$ cat src/rtl/seq_mult_pkg.sv
// Shared types and sizing helpers for the seq_mult_hs shift-add multiplier.
package seq_mult_pkg;

  typedef enum logic [1:0] {IDLE, RUN, DONE} seq_mult_state_t;

  function automatic int cnt_w(input int w);
    return $clog2(w + 1);
  endfunction

endpackage

$ cat src/rtl/seq_mult_dp.sv
// Shift-add datapath: multiplier shifter, extended multiplicand shifter and
// modulo-2^PW accumulator. The sub control turns the add into a subtract.
module seq_mult_dp
  import seq_mult_pkg::*;
#(
  parameter int WIDTH_A = 8,
  parameter int WIDTH_B = 8,
  parameter int SIGNED  = 0
) (
  input  logic                       clk,
  input  logic                       clr,
  input  logic                       load,
  input  logic                       step,
  input  logic                       sub,
  input  logic [WIDTH_A-1:0]         in_a,
  input  logic [WIDTH_B-1:0]         in_b,
  output logic                       a_zero,
  output logic [WIDTH_A+WIDTH_B-1:0] acc
);

  localparam int PW = WIDTH_A + WIDTH_B;

  logic [WIDTH_A-1:0] a_sh;
  logic [PW-1:0]      b_sh;
  logic [PW-1:0]      b_ext;
  logic [PW-1:0]      acc_q;

  always_comb begin
    if (SIGNED != 0) b_ext = {{WIDTH_A{in_b[WIDTH_B-1]}}, in_b};
    else             b_ext = {{WIDTH_A{1'b0}}, in_b};
  end

  always_ff @(posedge clk) begin
    if (clr) begin
      a_sh  <= '0;
      b_sh  <= '0;
      acc_q <= '0;
    end else if (load) begin
      a_sh  <= in_a;
      b_sh  <= b_ext;
      acc_q <= '0;
    end else if (step) begin
      if (a_sh[0]) acc_q <= sub ? (acc_q - b_sh) : (acc_q + b_sh);
      a_sh <= a_sh >> 1;
      b_sh <= b_sh << 1;
    end
  end

  assign a_zero = (a_sh == '0);
  assign acc    = acc_q;

endmodule

$ cat src/rtl/seq_mult_hs.sv
// Sequential shift-add multiplier with valid/ready handshakes, one multiplier
// bit per clock. Define SEQ_MULT_EARLY_TERM_EN to finish once a_sh runs out.
//
//   state | meaning
//   IDLE  | waiting for operands, in_ready high
//   RUN   | consuming one multiplier bit per clock, busy high
//   DONE  | product held on out_prod until out_ready
module seq_mult_hs
  import seq_mult_pkg::*;
#(
  parameter int WIDTH_A = 8,
  parameter int WIDTH_B = 8,
  parameter int SIGNED  = 0
) (
  input  logic                       clk,
  input  logic                       rst,
  input  logic                       in_valid,
  output logic                       in_ready,
  input  logic [WIDTH_A-1:0]         in_a,
  input  logic [WIDTH_B-1:0]         in_b,
  output logic                       out_valid,
  input  logic                       out_ready,
  output logic [WIDTH_A+WIDTH_B-1:0] out_prod,
  output logic                       busy
);

  localparam int CW = cnt_w(WIDTH_A);
  localparam logic [CW-1:0] LAST = CW'(WIDTH_A - 1);
`ifdef SEQ_MULT_EARLY_TERM_EN
  localparam bit EARLY_TERM = 1'b1;
`else
  localparam bit EARLY_TERM = 1'b0;
`endif

  seq_mult_state_t state, state_nxt;
  logic [CW-1:0]   count;
  logic            load, step, sub, a_zero;

  always_ff @(posedge clk) begin
    if (rst) state <= IDLE;
    else     state <= state_nxt;
  end

  always_ff @(posedge clk) begin
    if (rst)       count <= '0;
    else if (load) count <= '0;
    else if (step) count <= count + 1'b1;
  end

  always_comb begin
    state_nxt = state;
    load      = 1'b0;
    step      = 1'b0;
    sub       = 1'b0;
    case (state)
      IDLE: begin
        if (in_valid) begin
          load      = 1'b1;
          state_nxt = RUN;
        end
      end
      RUN: begin
        // Remaining multiplier bits all zero: the accumulator is already final.
        if (EARLY_TERM && a_zero) begin
          state_nxt = DONE;
        end else begin
          step = 1'b1;
          sub  = (SIGNED != 0) && (count == LAST);
          if (count == LAST) state_nxt = DONE;
        end
      end
      DONE: begin
        if (out_ready) state_nxt = IDLE;
      end
      default: state_nxt = IDLE;
    endcase
  end

  seq_mult_dp #(
    .WIDTH_A(WIDTH_A),
    .WIDTH_B(WIDTH_B),
    .SIGNED (SIGNED)
  ) u_dp (
    .clk   (clk),
    .clr   (rst),
    .load  (load),
    .step  (step),
    .sub   (sub),
    .in_a  (in_a),
    .in_b  (in_b),
    .a_zero(a_zero),
    .acc   (out_prod)
  );

  assign in_ready  = (state == IDLE);
  assign busy      = (state == RUN);
  assign out_valid = (state == DONE);

endmodule

$ cat config.mk
export PLATFORM = sky130hd
export DESIGN_NAME = seq_mult_hs
export DESIGN_NICKNAME = d
export VERILOG_FILES = /design/src/rtl/seq_mult_pkg.sv /design/src/rtl/seq_mult_dp.sv /design/src/rtl/seq_mult_hs.sv
export SDC_FILE = /design/constraint.sdc
export NUM_CORES = 1
export LEC_CHECK = 0
export BUFFER_PORTS_ARGS = -buffer_cell sky130_fd_sc_hd__buf_2
export CORE_AREA = 4 4 82 84
export DETAILED_ROUTE_END_ITERATION = 6
export DIE_AREA = 0 0 86 88
export SETUP_SLACK_MARGIN = 0.4
export SLEW_MARGIN = 20
export SYNTH_ARGS = -nofsm -noshare
export SYNTH_HDL_FRONTEND = slang
export SYNTH_SLANG_ARGS = --single-unit
$ cat constraint.sdc
create_clock -name clk -period 2.2 [get_ports clk]
set_input_delay 0 -clock clk [delete_from_list [all_inputs] [get_ports clk]]
set_output_delay 0 -clock clk [all_outputs]
set_load 0.02 [all_outputs]
Word level (Yosys, flattened, before mapping)
Index checks and enable logic that the tools add are counted.

Register bits after elaboration: 46. Bits in latches: 0. RAM bits: 0. ROM bits: 0. Word-level logic and storage cells: 30. Memories kept: 0.

$add $sub $neg: 2. Multipliers: 0. Divide/modulo/power cells: 0. $lt $le $gt $ge: 0. Equal/unequal tests: 6. Shift-type cells: 0. Multiplexer cells: 11. Bitwise gates (word level): 0. Reductions and logical operators: 5.

Operators by type and width (count): two-way mux 8 bit (4); adder 16 bit (1); two-way mux 2 bit (3); case mux 2 bit (3 select lines) (1); adder 4 x 1 -> 4 bit (second input constant) (1); == test 4 x 3 -> 1 bit (second input constant) (1); inequality test 2 x 1 -> 1 bit (second input constant) (2); two-way mux 1 bit (3); AND reduction 3 bit (1); == test 2 x 1 -> 1 bit (second input constant) (1); == test 2 bit (second input constant) (1); logical NOT 2 bit (1); inequality test 2 bit (second input constant) (1); AND reduction 2 bit (1); nonzero test 2 bit (1); OR reduction 2 bit (1).

Logic depth before layout (Yosys ltp)
Word-level depth: 4. Gate-level depth with buffers: 8.

Modules after synthesis
A second synthesis with hierarchy kept.

Cells, all modules: 358. Area total of the unflattened synthesis: 2841.5 µm².

Modules (own cells, without submodules): seq_mult_dp (instances 1, cells each 327, area each 2562.5 µm²); seq_mult_hs (instances 1, cells each 31, area each 279.0 µm²).

Least setup slack after synthesis
No wires, ideal clock.

Path type: register to register. From: reg u_dp.acc_q[0] (netlist: u_dp.acc[0]). To: reg u_dp.acc_q[14] (netlist: u_dp.acc[14]). Arrival: 1.907 ns. Required time: 2.080 ns. Setup slack: 0.173 ns. Cell stages (with the launch flop): 8. Period minus slack after synthesis: 2.027 ns. Cells stage by stage: dfxtp_1 ha_1 fa_1 a21oi_1 o211ai_1 a21oi_1 nor3_1 o31a_1.

Longest elaborated chain between the ends: 1.

RTL lines: from (decl) (line seq_mult_dp.sv:26) `logic [PW-1:0] acc_q;`; from (signal assigned) (line seq_mult_dp.sv:43) `if (a_sh[0]) acc_q <= sub ? (acc_q - b_sh) : (acc_q + b_sh);`; adder 16 bit (line seq_mult_dp.sv:43).

Every way passes these cells. A chain may end at the register's enable or synchronous reset.

Final worst setup path
From: reg u_dp.b_sh[11]. To: reg u_dp.acc_q[14] (netlist: u_dp.acc[14]).

Longest elaborated chain between the ends: 1.

RTL lines: from (decl) (line seq_mult_dp.sv:24) `logic [PW-1:0] b_sh;`; from (signal assigned) (line seq_mult_dp.sv:40) `b_sh <= b_ext;`; from (signal assigned) (line seq_mult_dp.sv:45) `b_sh <= b_sh << 1;`; adder 16 bit (line seq_mult_dp.sv:43).

Every way passes these cells.

==> impl_metrics.yaml <==
timing:
  slew_headroom_pct: 63.21
  slew_viol_final: 0
  grt_setup_unrepaired: "true"
  fmax_ghz: 0.5196
  setup_violations: 0
  post-route-period-util_pct: 87.49
  worst_pin_slew_ns: 0.5506
  final.setup.tns_ns: 0
  finClkSkew_ns: 0.006496
  min_period_ns: 1.925
  final_hold_viol_count: 0
placement:
  dpl_cell_area_um2: 3007
  hpwl_um: 4821
  portBuffers: 38
  gp_congestion: 0.8456
final_layout:
  final_nets: 429
  fin_area_um2: 3465
  nFillCells: 551
  final_cell_mix: "54 x nand2_1, 39 x a21oi_1, 38 x buf_2, 28 x dfxtp_1, 24 x buf_4"
  final_common_cell: "nand2_1"
  num_antenna_cells: 0
  utilization_pct: 58.52
  drive_above_1_share_pct: 29.26
  syn_to_final_growth_pct: 31.23
die:
  rows: 28
  dieArea_um2: 7568
  io_pins: 39
  dieWidth_um: 86
  start_util_pct: 44.59
  die_h_um: 88
  coreArea_um2: 5921
yosys:
  synth_nets: 365
  synthCells: 328
  yosys_most_used_dff: "dfxtp_1"
  ys_ff_latch: 46
  synth-edff-count: 0
  yosysSeqAreaShare_pct: 34.88
  yosys_warnings: 0
  synth_area_per_cell_um2: 8.049
  async_flop_share_pct: 0
  netlist_area_um2: 2640
  synthDistinctLibCells: 55
clocking:
  cts_buffers: 5
  cts_tree: "yes"
  clkLatencyLatePin_ns: 0.31
  cts.sinks: 46
  clockBufferDepth: 2
  cts_max_level: 2
  cts_root_buf: "clkbuf_8"
  cts.clk_slew.worst_paths_ns: 0.10
power:
  p_int_w: 0.001186
  p_leak_nw: 1.407
  netSwitchingPower_w: 0.0004731
  p_seq_share_pct: 52.9
  sw_frac_of_total_pct: 28.51
  p_total_w: 0.001659
  ir_worst_vdd_mv: 0.4547
  p_comb_share_pct: 13.5
  powerDensity_nw_per_um2: 479.0
  clkPwrFrac_pct: 33.6
global_route:
  overflow: 0
  grt_pass1_wl_um: 11870
  grt_pass1_vias: 2434
  antenna_found_initial: 0
  grt_start_max_net_pins: 29
  grt_usage_pct: 19.67
route:
  post_drt_wl_per_cell_um: 15.26
  drt_iter0_markers: 105
  drc: 0
  via_per_inst: 5.519
  wl_um: 7142
  antenna_left: 0
  vias: 2583
  first_pass_iters: 4
worst_setup_path:
  cp_slowest_stage_delay_ns: 0.42
  cp_num_buf_inv: 0
  slowest_stage: "dfxtp_1"
  cp.required_ns: 2.41
  path_delay_family: "compound AO/OA/AOI/OAI gates"
  crit_chain: "ha_2, a2111oi_2, o211ai_1, a21oi_2, nor3_1, o31a_1"
  cp_data_arrival_time_ns: 2.13
  critPathMaxFanout: 11
  critPathCaptureType: "flip-flop"
  crit_path_start_kind: "flip-flop"
  criticalPathCategory: "flip-flop to flip-flop"
min_path:
  min_path_type: "primary input to flip-flop"
flow_run:
  drv_cap: 0
run_status:
  status: "complete, no violations"
## path summary, 6_finish.rpt
| kind | start | to | slack (ns) | cells past startpoint |
|---|---|---|---|---|
| hold reg to reg | u_dp.a_sh[3] | u_dp.a_sh[3] | 0.46 | 2 |
| setup / recovery | u_dp.b_sh[11] | u_dp.acc[14] | 0.28 | 6 |
| hold / removal | in_b[6] | u_dp.b_sh[6] | 0.01 | 3 |
| setup reg to reg | u_dp.b_sh[11] | u_dp.acc[14] | 0.28 | 6 |
## registers in the layout, indices dropped and copies added (netlist names)
name       cells
u_dp.b_sh     16
u_dp.a_sh      8
u_dp.acc      16
count          4
state          2
## repair_timing
item,4_1_cts,5_1_grt
pin swaps,19,14
endpoints found under the setup margin,10,11
endpoints found under the hold margin,17,0
hold buffers,17,0
gates resized for setup,20,10
setup buffers,9,3
## power groups by stage
stage | logic [W] | registers, W | clock network [W]
2_1_floorplan | 0.000127 | 0.000892 | 0
3_5_place_dp | 0.000189 | 0.000897 | 0
3_3_place_gp | 0.000189 | 0.000896 | 0
4_1_cts | 0.000222 | 0.000876 | 0.000579
5_1_grt | 0.000250 | 0.000881 | 0.000613
6_report | 0.000225 | 0.000877 | 0.000558
## cell families (layout without fill, tap and decap cells)
logic type | count (synthesis) | in the layout | synth area share (%)
flops | 46 | 46 | 34.88
simple gates | 127 | 127 | 22.61
fa+ha+maj | 17 | 17 | 8.341
mux | 2 | 2 | 0.7583
compound gates | 100 | 100 | 25.64
xor+xnor | 9 | 9 | 2.986
buf+inv | 27 | 92 | 4.787
## synthesized netlist by cell type (all sizes together) (6+ instances only)
cell    count  area, um2
nand3      21      105.1
nor2       18      67.56
a21oi      42      210.2
o21ai       7      35.03
clkbuf      7      26.28
nor3        6      30.03
and3        7      43.79
ha         16      200.2
a22oi      15      112.6
buf        15      81.33
dfxtp      46      920.9
nand2      55      206.5
## worst register-to-register path, stage by stage, from the launching register on
cell	delay, ns
dfxtp_1	0.42
ha_2	0.38
a2111oi_2	0.36
o211ai_1	0.19
a21oi_2	0.19
nor3_1	0.07
o31a_1	0.24
## cell type report
| class | instances | area, um2 | area share [%] |
|---|---|---|---|
| timing repair buffer | 79 | 540.5 | 15.60 |
| multi-input combinational | 255 | 1762 | 50.85 |
| clock inverter | 3 | 25.02 | 0.7223 |
| sequential | 46 | 955.9 | 27.59 |
| clock buffer | 5 | 68.82 | 1.986 |
| tap | 75 | 93.84 | 2.709 |
| inverter | 5 | 18.77 | 0.5417 |
## per-stage QoR
step / hold slack [ns] / setup WS (ns) / cells
after floorplan: 0.1386 / 0.3917 / 328
after global placement: 0.2273 / 0.2114 / 431
after detailed placement: 0.2342 / 0.1933 / 431
after CTS: 0.006955 / 0.2391 / 465
after global routing: 0.02486 / 0.2217 / 468
final: 0.01183 / 0.2753 / 468
## per-layer routing
layer / global-route usage, % / vias up / share of wire (%)
met5: 0 / - / 0
met4: 6.043 / 0 / 1.1
met3: 4.139 / 8 / 3.8
met2: 32.03 / 51 / 47
met1: 26.16 / 1201 / 48
li1: - / 1323 / -
Power figures use the tool's default switching activity.
